`config.mk`:
```
export PLATFORM = sky130hd
export DESIGN_NAME = mant_addsub_pipe
export DESIGN_NICKNAME = d
export VERILOG_FILES = /design/src/rtl/fpu_pkg.sv /design/src/rtl/mant_addsub_core.sv /design/src/rtl/mant_addsub_pipe.sv
export SDC_FILE = /design/constraint.sdc
export NUM_CORES = 1
export LEC_CHECK = 0
export CORE_MARGIN = 5
export CORE_UTILIZATION = 58
export CTS_CLUSTER_SIZE = 24
export DETAILED_ROUTE_END_ITERATION = 10
export HOLD_SLACK_MARGIN = 0.1
export PLACE_DENSITY = 0.82
export RECOVER_POWER = 50
export SLEW_MARGIN = 10
export SYNTH_ARGS = -nofsm -noshare
export SYNTH_HDL_FRONTEND = slang
export SYNTH_HIERARCHICAL = 1
export SYNTH_SLANG_ARGS = --single-unit
```
`constraint.sdc`:
```
create_clock -name clk -period 6 [get_ports clk]
set_input_delay 0.6 -clock clk [delete_from_list [all_inputs] [get_ports clk]]
set_output_delay 0.6 -clock clk [all_outputs]
set_load 0.005 [all_outputs]
```
`src/rtl/fpu_pkg.sv`:
```
// Shared FPU datapath definitions: operation encoding and the mantissa add/sub result record.
package fpu_pkg;

    localparam int unsigned MANT_W_DEF = 28;

    localparam logic OP_ADD = 1'b0;
    localparam logic OP_SUB = 1'b1;

    typedef struct packed {
        logic                  carry;
        logic [MANT_W_DEF-1:0] mag;
        logic                  sign;
        logic                  zero;
        logic                  eff_sub;
    } addsub_res_t;

endpackage

```
`src/rtl/mant_addsub_core.sv`:
```
// Combinational mantissa add/sub with magnitude ordering and result-sign selection.
module mant_addsub_core
    import fpu_pkg::*;
#(
    parameter int  MANT_W = MANT_W_DEF,
    parameter type res_t  = addsub_res_t
) (
    input  logic [MANT_W-1:0] a,
    input  logic [MANT_W-1:0] b,
    input  logic              sign_a,
    input  logic              sign_b_eff,
    input  logic              eff_sub,
    input  logic              a_ge_b,
    input  logic              rm_down,
    output res_t              res
);

    logic [MANT_W:0]   sum;
    logic [MANT_W-1:0] diff;

    assign sum  = {1'b0, a} + {1'b0, b};
    assign diff = a_ge_b ? (a - b) : (b - a);

    always_comb begin
        res         = '0;
        res.eff_sub = eff_sub;
        if (!eff_sub) begin
            res.carry = sum[MANT_W];
            res.mag   = sum[MANT_W-1:0];
            res.sign  = sign_a;
        end else begin
            res.carry = 1'b0;
            res.mag   = diff;
            // Exact cancellation takes its sign from the rounding mode, not the operands.
            if (diff == '0)
                res.sign = rm_down;
            else if (a_ge_b)
                res.sign = sign_a;
            else
                res.sign = sign_b_eff;
        end
        res.zero = !res.carry && (res.mag == '0);
    end

endmodule

```
`src/rtl/mant_addsub_pipe.sv`:
```
// Pipelined mantissa add/sub stage with valid/ready handshakes, bubble-collapsing stages and a tag.
module mant_addsub_pipe
    import fpu_pkg::*;
#(
    parameter int MANT_W      = MANT_W_DEF,
    parameter int PIPE_STAGES = 2,
    parameter int TAG_W       = 4
) (
    input  logic              clk,
    input  logic              rst,
    input  logic              in_valid,
    output logic              in_ready,
    input  logic [MANT_W-1:0] mantA,
    input  logic [MANT_W-1:0] mantB,
    input  logic              signA,
    input  logic              signB,
    input  logic              op,
    input  logic              rm_down,
    input  logic [TAG_W-1:0]  tag_in,
    output logic              out_valid,
    input  logic              out_ready,
    output logic [MANT_W:0]   mant_raw,
    output logic              sign_result,
    output logic              carry_out,
    output logic              is_zero,
    output logic              eff_sub,
    output logic [TAG_W-1:0]  tag_out
);

    localparam int unsigned P    = PIPE_STAGES;
    localparam bit          OPST = (PIPE_STAGES >= 2);
    localparam int unsigned R0   = OPST ? 1 : 0;
    localparam int unsigned NRES = P - R0;

    typedef struct packed {
        logic              carry;
        logic [MANT_W-1:0] mag;
        logic              sign;
        logic              zero;
        logic              eff_sub;
    } res_t;

    typedef struct packed {
        res_t             res;
        logic [TAG_W-1:0] tag;
    } out_t;

    typedef struct packed {
        logic [MANT_W-1:0] a;
        logic [MANT_W-1:0] b;
        logic              sign_a;
        logic              sign_b_eff;
        logic              eff_sub;
        logic              a_ge_b;
        logic              rm_down;
        logic [TAG_W-1:0]  tag;
    } opnd_t;

    logic [P-1:0] v;
    logic [P-1:0] rdy;
    logic [P-1:0] vin;
    opnd_t        opnd_in;
    opnd_t        core_opnd;
    res_t         core_res;
    out_t         res_q  [NRES];
    out_t         res_in [NRES];

    // Ready ripples back from the output so an empty slot anywhere lets upstream advance.
    always_comb begin
        rdy        = '0;
        vin        = '0;
        rdy[P-1]   = !v[P-1] || out_ready;
        for (int unsigned i = 1; i < P; i++)
            rdy[P-1-i] = !v[P-1-i] || rdy[P-i];
        vin[0] = in_valid;
        for (int unsigned i = 1; i < P; i++)
            vin[i] = v[i-1];
    end

    always_ff @(posedge clk) begin
        if (rst) begin
            v <= '0;
        end else begin
            for (int unsigned i = 0; i < P; i++)
                if (rdy[i])
                    v[i] <= vin[i];
        end
    end

    always_comb begin
        opnd_in            = '0;
        opnd_in.a          = mantA;
        opnd_in.b          = mantB;
        opnd_in.sign_a     = signA;
        opnd_in.sign_b_eff = signB ^ (op == OP_SUB);
        opnd_in.eff_sub    = signA ^ opnd_in.sign_b_eff;
        opnd_in.a_ge_b     = (mantA >= mantB);
        opnd_in.rm_down    = rm_down;
        opnd_in.tag        = tag_in;
    end

    generate
        if (OPST) begin : g_opnd_reg
            opnd_t op_q;
            always_ff @(posedge clk) begin
                if (rst)
                    op_q <= '0;
                else if (rdy[0] && in_valid)
                    op_q <= opnd_in;
            end
            assign core_opnd = op_q;
        end else begin : g_opnd_pass
            assign core_opnd = opnd_in;
        end
    endgenerate

    mant_addsub_core #(
        .MANT_W (MANT_W),
        .res_t  (res_t)
    ) u_core (
        .a          (core_opnd.a),
        .b          (core_opnd.b),
        .sign_a     (core_opnd.sign_a),
        .sign_b_eff (core_opnd.sign_b_eff),
        .eff_sub    (core_opnd.eff_sub),
        .a_ge_b     (core_opnd.a_ge_b),
        .rm_down    (core_opnd.rm_down),
        .res        (core_res)
    );

    always_comb begin
        res_in[0] = '{res: core_res, tag: core_opnd.tag};
        for (int unsigned j = 1; j < NRES; j++)
            res_in[j] = res_q[j-1];
    end

    always_ff @(posedge clk) begin
        if (rst) begin
            for (int unsigned j = 0; j < NRES; j++)
                res_q[j] <= '0;
        end else begin
            for (int unsigned j = 0; j < NRES; j++)
                if (rdy[R0+j] && vin[R0+j])
                    res_q[j] <= res_in[j];
        end
    end

    assign in_ready    = rdy[0];
    assign out_valid   = v[P-1];
    assign mant_raw    = {res_q[NRES-1].res.carry, res_q[NRES-1].res.mag};
    assign carry_out   = res_q[NRES-1].res.carry;
    assign sign_result = res_q[NRES-1].res.sign;
    assign is_zero     = res_q[NRES-1].res.zero;
    assign eff_sub     = res_q[NRES-1].res.eff_sub;
    assign tag_out     = res_q[NRES-1].tag;

endmodule

```
==> flow_summary.rst, run 1 <==
.. list-table::
   :header-rows: 1

   * - Metric
     - Value
   * - Status
     - finished, violations left
   * - Violations in the final reports
     - capacitance limit, slew limit
   * - Synth area leaders
     - ha_1 15%, dfxtp_1 14%, edfxtp_1 12%
   * - Final #Nets
     - approximately 1.5k
   * - Data required, critical path
     - 6.23 ns
   * - Area of all placed cells without fillers
     - 10760 um^2
   * - Ant diodes
     - 0
   * - Synth unique cells
     - between 80 and 90
   * - Post-synthesis sequential element count
     - 103
   * - TritonCTS clock tree
     - yes
   * - Maximum fanout encountered on the critical timing path
     - 14
   * - Number of DRC markers in iteration 0
     - ~940
   * - Number of search-and-repair iterations in the first detailed-routing pass
     - 6
   * - Via count of the first global-routing pass
     - about 8.4k
   * - Total number of yosys warnings
     - 6
   * - Global Route Usage Sum
     - 28.65%
   * - Rows
     - 46
   * - Area of the die
     - 18820 um^2
   * - Fmax
     - 210.0 MHz
   * - Least-Margin Pin Slew
     - 2.758 ns
   * - Endpoint class of the critical path
     - flop
   * - Post-Route WL
     - 26880 um
   * - Final clock period utilization by the worst path
     - 79.36%
   * - Count of unresolved DRC violations after routing
     - 0
   * - Fraction of final layout cells with drive strength greater than 1
     - under 10%
   * - Primary flip-flop cell chosen by synthesis mapping
     - dfxtp_1
   * - Synthesized area per cell
     - just under 8 um^2
   * - Global-route wire length before repair
     - 42730 um
   * - Clock sink count
     - 103
   * - Root Driver
     - clkbuf_16
   * - ANT nets after route
     - 0
   * - Worst max-slew margin expressed relative to the limit
     - -83.89%
   * - Placed standard-cell area
     - 10470 um^2
   * - Async S/R FF share, synth
     - 0%
   * - Setup TNS
     - 0 ns
   * - Y dimension of the die
     - roughly 140 um
   * - Total via count after detailed routing
     - approximately 9.0k
   * - Number of failing setup endpoints in the final timing report
     - 0
   * - Final number of hold-violating endpoints
     - 0
   * - Sequential area share after synthesis
     - 25.81%
   * - Final Max Tran Viols
     - 66
   * - Die extent in x
     - 137.2 um
   * - Detail Placement HPWL
     - 21010 um
   * - Area of the core
     - ~16000 um^2
   * - Pin count of the biggest net entering global routing
     - 70
   * - Clock slew at reported path FFs
     - 0.08 ns
   * - Top cell type by total area after synthesis
     - ha_1
   * - Worst ir drop on vdd
     - 0.0001456 V
   * - Data arrival at the endpoint of the critical path
     - 4.99 ns
   * - Clock insertion delay at the later pin of the skew report
     - 0.36 ns
   * - Vias per cell
     - 6.017
   * - Post-cts gate resize count
     - 0
   * - Number of top-level design ports
     - 107
   * - Areal power density over the cells
     - around 210 nW/um^2
   * - Max Clock Skew
     - approximately 0.011 ns
   * - Worst setup path category
     - flop to flop
   * - Post-synth net total
     - 1391
   * - Final estimated routing congestion in global placement
     - about 1.0
   * - Area share of the largest cell type after synthesis
     - around 15%
   * - Num CTS Buffers
     - 9
   * - Number of antenna violations at the first check in global routing
     - 0
   * - Final global-route overflow total
     - 0
   * - Count of H-tree levels built during CTS
     - 3
   * - Post-synthesis cell count
     - approximately 1.2k
   * - Maximum root-to-sink buffer count
     - 2
   * - Post-synth EDFFs
     - 36
   * - P_leak
     - 4.584 nW
   * - Type of element launching the critical path
     - flop
   * - Number of input and output port buffers inserted
     - 106
   * - P&R area growth vs syn
     - 14.68%
   * - Synthesized area
     - 9384 um^2
   * - Post-layout util
     - 67.75%
   * - Min Clock Period, post-route
     - 4.761 ns
   * - Total power
     - 2.248 mW
   * - Hold-fix buffers, CTS
     - 0
   * - Routed wirelength normalized by instance count
     - 18.03 um
   * - Setup fix buffers added after clock tree synthesis
     - 0
   * - Maximum capacitance violations
     - 1
   * - Worst min path class
     - flop to flop
   * - Effective utilization at floorplan
     - 59.07%
   * - Unrepaired setup endpoints after global routing
     - no
[sequential cells by signal, indices dropped and copies added, names as in the netlist]
name and count:
res_q 36, v 2, core_opnd 65
[Yosys cell counts (11+ instances only)]
| cell | instances |
|---|---|
| xnor2_1 | 40 |
| ha_1 | 111 |
| nor2_1 | 58 |
| nand3_1 | 15 |
| o21ai_0 | 52 |
| and2_1 | 42 |
| a21oi_1 | 151 |
| o211ai_1 | 16 |
| o21a_1 | 15 |
| nand2_1 | 164 |
| a21o_1 | 21 |
| nand2b_1 | 14 |
| edfxtp_1 | 36 |
| mux2i_1 | 11 |
| inv_1 | 120 |
| buf_1 | 11 |
| nand4_1 | 17 |
| nor3_1 | 19 |
| clkbuf_1 | 37 |
| dfxtp_1 | 67 |
[metrics by stage]
step,worst slack [ns],hold slack (ns),instances
after CTS,1.271,0.4541,1491
final,1.239,0.4503,1491
after global routing,0.9844,0.4648,1491
after floorplan,1.815,0.4317,1209
after detailed placement,1.301,0.4433,1475
after global placement,1.328,0.4375,1475
[metal layers]
metal | share of wire (%) | track usage (%) | vias up
met3 | 10 | 7.378 | 50
met4 | 2.5 | 9.922 | 0
met2 | 42 | 42.23 | 427
met1 | 45 | 40.65 | 4146
li1 | - | - | 4349
met5 | 0 | 0 | -
[worst max-delay path: stages, from the launching register on]
cell and delay (ns):
dfxtp_1 0.38, inv_1 0.06, ha_1 0.51, or4_1 0.63, a2111oi_1 0.71, o21ai_0 0.37
o211ai_1 0.41, xnor2_1 0.15, o21ai_0 0.12, nor4_1 0.30, or4b_2 0.64, nor4_2 0.20
and2_1 0.15
[cells by family (layout without fill, tap and decap cells)]
logic type               Yosys count  after routing  synth area share (%)
XOR/XNOR                          46             46                 4.293
adder cells (fa/ha/maj)          114            114                 15.44
buffers and inverters            184            250                 8.067
multiplexers                      15             15                 1.680
flip-flops                       103            103                 25.81
AND/OR/NAND/NOR                  383            383                 19.85
AO/OA/AOI/OAI                    364            364                 24.85
[layout by cell type (no fill, tap or decap), types with 5 or more instances in the layout]
master	count
nand3_1	15
dlygate4sd3_1	39
xnor2_1	40
nor2b_1	5
o21a_1	15
o31ai_1	10
and2_1	37
nand4_1	17
nor2_1	57
xor2_1	6
edfxtp_1	36
a31oi_1	10
nand2b_1	13
inv_1	120
mux2i_1	11
nor4_1	10
nand2_1	164
a21oi_1	151
nor3_1	19
ha_1	111
o21bai_1	8
or3_1	7
clkdlybuf4s50_1	66
o22ai_1	5
or4_1	7
a211oi_1	10
buf_4	6
o21ai_0	53
clkbuf_16	9
dfxtp_1	67
o211ai_1	16
a21o_1	21
[worst paths after layout]
path | start | cells past startpoint | slack, ns | to
min | core_opnd[0] | 2 | 0.45 | core_opnd[0]
max reg2reg | core_opnd[46] | 12 | 1.24 | res_q[0][5]
min reg2reg | core_opnd[0] | 2 | 0.45 | core_opnd[0]
max | core_opnd[46] | 12 | 1.24 | res_q[0][5]
[report_power, final]
part / total, mW / leakage (nW) / switching (mW) / internal, mW
logic: 0.855 / 3.50 / 0.508 / 0.347
clock network: 0.592 / 0.149 / 0.287 / 0.305
registers: 0.800 / 0.936 / 0.0342 / 0.766
[layout make-up]
class	instances	area, um^2
flip-flops and latches	103	2422
repair buffers	114	1109
clock buffers	10	239.0
well taps	216	270.3
inverters	120	450.4
fillers	1354	5124
clock inverters	6	60.06
multi-input cells	922	6211
Power figures use the tool's default switching activity.
==> run 2, diff against run 1 <==
--- a/config.mk
+++ b/config.mk
@@ -6,11 +6,11 @@
 export NUM_CORES = 1
 export LEC_CHECK = 0
 export CORE_MARGIN = 5
-export CORE_UTILIZATION = 58
+export CORE_UTILIZATION = 53
 export CTS_CLUSTER_SIZE = 24
 export DETAILED_ROUTE_END_ITERATION = 10
 export HOLD_SLACK_MARGIN = 0.1
-export PLACE_DENSITY = 0.82
+export PLACE_DENSITY = 0.79
 export RECOVER_POWER = 50
 export SLEW_MARGIN = 10
 export SYNTH_ARGS = -nofsm -noshare
==> constraint.sdc (replaced) <==
create_clock -name clk -period 4.1 [get_ports clk]
set_input_delay 0.41 -clock clk [delete_from_list [all_inputs] [get_ports clk]]
set_output_delay 0.41 -clock clk [all_outputs]
set_load 0.005 [all_outputs]
==> run 2 against run 1 <==
Effect of this change: the run ends with setup timing left; hold slack better by 0.0031 ns; sequential cell count stayed put; clock skew is 0.0057 ns higher; first-iteration DRC count is 17% lower; design area is 11% higher; critical path depth is 5 higher; worst setup slack worse by 1.5 ns; clock-buffer cell count stayed put; clock power is 47% higher; die area is 8.7% higher; largest power group unchanged.
==> flow_summary.rst, run 2 (synthesized netlist as in run 1, its figures left out) <==
.. list-table::
   :header-rows: 1

   * - Metric
     - Value
   * - Number of failing setup endpoints in the final timing report
     - 1 (+1)
   * - Fmax
     - 227.3 MHz (+8.2%)
   * - Die extent in x
     - 143.1 um (+4.3%)
   * - Clock insertion delay at the later pin of the skew report
     - 0.36 ns (about the same)
   * - Effective utilization at floorplan
     - 54.07% (-5.0 points)
   * - Total via count after detailed routing
     - 9484 (+5.7%)
   * - Ant diodes
     - 0 (unchanged)
   * - Global-route wire length before repair
     - 45400 um (+6.2%)
   * - Data arrival at the endpoint of the critical path
     - 4.64 ns (-0.35 ns)
   * - Final number of hold-violating endpoints
     - 0 (unchanged)
   * - Maximum capacitance violations
     - 0 (-1)
   * - Setup TNS
     - -0.3001 ns (-0.3001 ns)
   * - Type of element launching the critical path
     - flop
   * - Data required, critical path
     - 4.34 ns (-1.89 ns)
   * - Fraction of final layout cells with drive strength greater than 1
     - 15.68% (+11 points)
   * - Worst ir drop on vdd
     - 0.0002216 V (+52%)
   * - Status
     - finished, violations left
   * - Final worst setup slack
     - -0.3001 ns (-1.539 ns)
   * - Rows
     - 48 (+4.3%)
   * - TritonCTS clock tree
     - yes
   * - Largest stage delay, worst path
     - 0.51 ns (-0.20 ns)
   * - Final global-route overflow total
     - 0 (unchanged)
   * - Unrepaired setup endpoints after global routing
     - yes
   * - Worst setup path category
     - flop to flop
   * - Least-Margin Pin Slew
     - 0.9791 ns (-1.779 ns)
   * - Family of cells with the greatest summed delay on the critical path
     - simple AND/OR/NAND/NOR gates
   * - Number of input and output port buffers inserted
     - 106 (unchanged)
   * - Bufs and invs on worst path
     - 3 (+2)
   * - Global Route Usage Sum
     - 27.81% (-0.83 points)
   * - Final clock period utilization by the worst path
     - 107.3% (+28 points)
   * - Clock sink count
     - 103 (unchanged)
   * - Worst min path class
     - flop to flop
   * - P&R area growth vs syn
     - 26.99%
   * - Number of top-level design ports
     - 107 (unchanged)
   * - Most frequent cell on the critical path
     - or4_4
   * - Slowest stage cell, crit path
     - or4b_4
   * - Final estimated routing congestion in global placement
     - 0.9883 (-5.8%)
   * - Final Max Tran Viols
     - 0 (-100%)
   * - Placed standard-cell area
     - 11470 um^2 (+9.6%)
   * - Post-Route WL
     - 28530 um (+6.1%)
   * - Areal power density over the cells
     - 298.7 nW/um^2 (+43%)
   * - Maximum fanout encountered on the critical timing path
     - 4 (-10)
   * - Count of unresolved DRC violations after routing
     - 0 (unchanged)
   * - Num CTS Buffers
     - 9 (unchanged)
   * - Final #Nets
     - 1586 (+9.2%)
   * - Via count of the first global-routing pass
     - 8638 (+3.1%)
   * - Vias per cell
     - 5.804 (-3.5%)
   * - ANT nets after route
     - 0 (unchanged)
   * - Count of fill cells added during filler insertion
     - 1510 (+12%)
   * - Detail Placement HPWL
     - 23080 um (+9.9%)
   * - Area of all placed cells without fillers
     - 11920 um^2 (+11%)
   * - Max Clock Skew
     - 0.01691 ns (+0.005727 ns)
   * - Worst max-slew margin expressed relative to the limit
     - 34.73% (+120 points)
   * - Routed wirelength normalized by instance count
     - 17.46 um (-3.2%)
   * - Clock slew at reported path FFs
     - 0.08 ns (about the same)
   * - Number of antenna violations at the first check in global routing
     - 0 (unchanged)
   * - Number of search-and-repair iterations in the first detailed-routing pass
     - 5 (-1)
   * - Endpoint class of the critical path
     - flop
   * - Max reg flops
     - 65 (unchanged)
   * - Root Driver
     - clkbuf_16
   * - Area of the core
     - 17360 um^2 (+9.3%)
   * - Area of the die
     - 20470 um^2 (+8.7%)
   * - Y dimension of the die
     - 143.1 um (+4.3%)
   * - Most frequent cells in the layout
     - 164 x nand2_1, 148 x a21oi_1, 142 x buf_4, 120 x inv_1, 108 x ha_1
   * - Count of H-tree levels built during CTS
     - 3 (unchanged)
   * - Pin count of the biggest net entering global routing
     - 69 (-1.4%)
   * - Maximum root-to-sink buffer count
     - 2 (unchanged)
   * - Violations in the final reports
     - setup timing
   * - Hold-fix buffers, CTS
     - 0 (unchanged)
   * - Critical-path cell list
     - inv_1 -> ha_2 -> inv_1 -> fa_2 -> a21o_1 -> buf_4 -> mux2i_2 -> o21a_1 -> o22ai_2 -> xnor2_1 -> nor4_1 -> or4b_4 -> or4_4 -> or4_4 -> or4_4 -> nor4_2 -> and2_1
   * - P_leak
     - 5.252 nW (+15%)
   * - Number of DRC markers in iteration 0
     - 778 (-17%)
   * - Min Clock Period, post-route
     - 4.400 ns (-0.3614 ns)
   * - Most common cell after layout, fill and taps aside
     - nand2_1
## run 2: per-stage QoR
stage                     std cells  setup slack [ns]  hold slack [ns]  total power [mW]  util, %
after floorplan                1209          0.002908           0.4317             2.043        -
final                          1634           -0.3001           0.4534             3.559    68.66
after global routing           1634           -0.4248           0.4744             3.743    68.66
after global placement         1616           -0.2576           0.4382             2.619    66.11
after CTS                      1633           -0.2415           0.4549             3.521    68.17
after detailed placement       1616           -0.3674           0.4434             2.637    66.11
## run 2: worst reg2reg max path, cell delays in order (launching register included)
cell	delay, ns
dfxtp_2	0.34
inv_1	0.07
ha_2	0.17
inv_1	0.06
fa_2	0.34
a21o_1	0.20
buf_4	0.15
mux2i_2	0.14
o21a_1	0.18
o22ai_2	0.09
xnor2_1	0.15
nor4_1	0.35
or4b_4	0.51
or4_4	0.42
or4_4	0.43
or4_4	0.42
nor4_2	0.13
and2_1	0.15
## run 2: final timing paths
kind                                    start      endpoint  slack (ns)  cells past startpoint
worst min register to register   core_opnd[0]  core_opnd[0]        0.45                      2
worst max register to register  core_opnd[37]   res_q[0][5]       -0.30                     17
worst max-delay path            core_opnd[37]   res_q[0][5]       -0.30                     17
worst min-delay path             core_opnd[0]  core_opnd[0]        0.45                      2
## run 2: timing repair
item,4_1_cts,5_1_grt
buffers inserted,1,1
gates cloned,0,0
pin swaps,4,7
resized for setup,14,20
setup endpoints to repair,2,3
## run 2: final cells by class
cell class	count	area [um^2]	area share, %
Multi-Input combinational cell	922	6349	53.28
Sequential cell	103	2427	20.37
Timing Repair Buffer	248	2122	17.81
Inverter	120	450.4	3.780
Tap cell	225	281.5	2.362
Clock buffer	10	229.0	1.921
Clock inverter	6	57.56	0.4830
## run 2: where the power goes
group	leakage [nW]	switching (mW)	total, mW	internal (mW)
Combinational	4.17	0.821	1.52	0.704
Clock	0.142	0.441	0.871	0.430
Sequential	0.937	0.0417	1.16	1.12
## run 2: layer usage
metal / vias to the layer above / track usage (%) / share of wire, %
li1: 4631 / - / -
met5: - / 0 / 0
met2: 356 / 40.90 / 42
met1: 4466 / 42.12 / 48
met3: 31 / 5.392 / 8.4
met4: 0 / 6.003 / 1.7
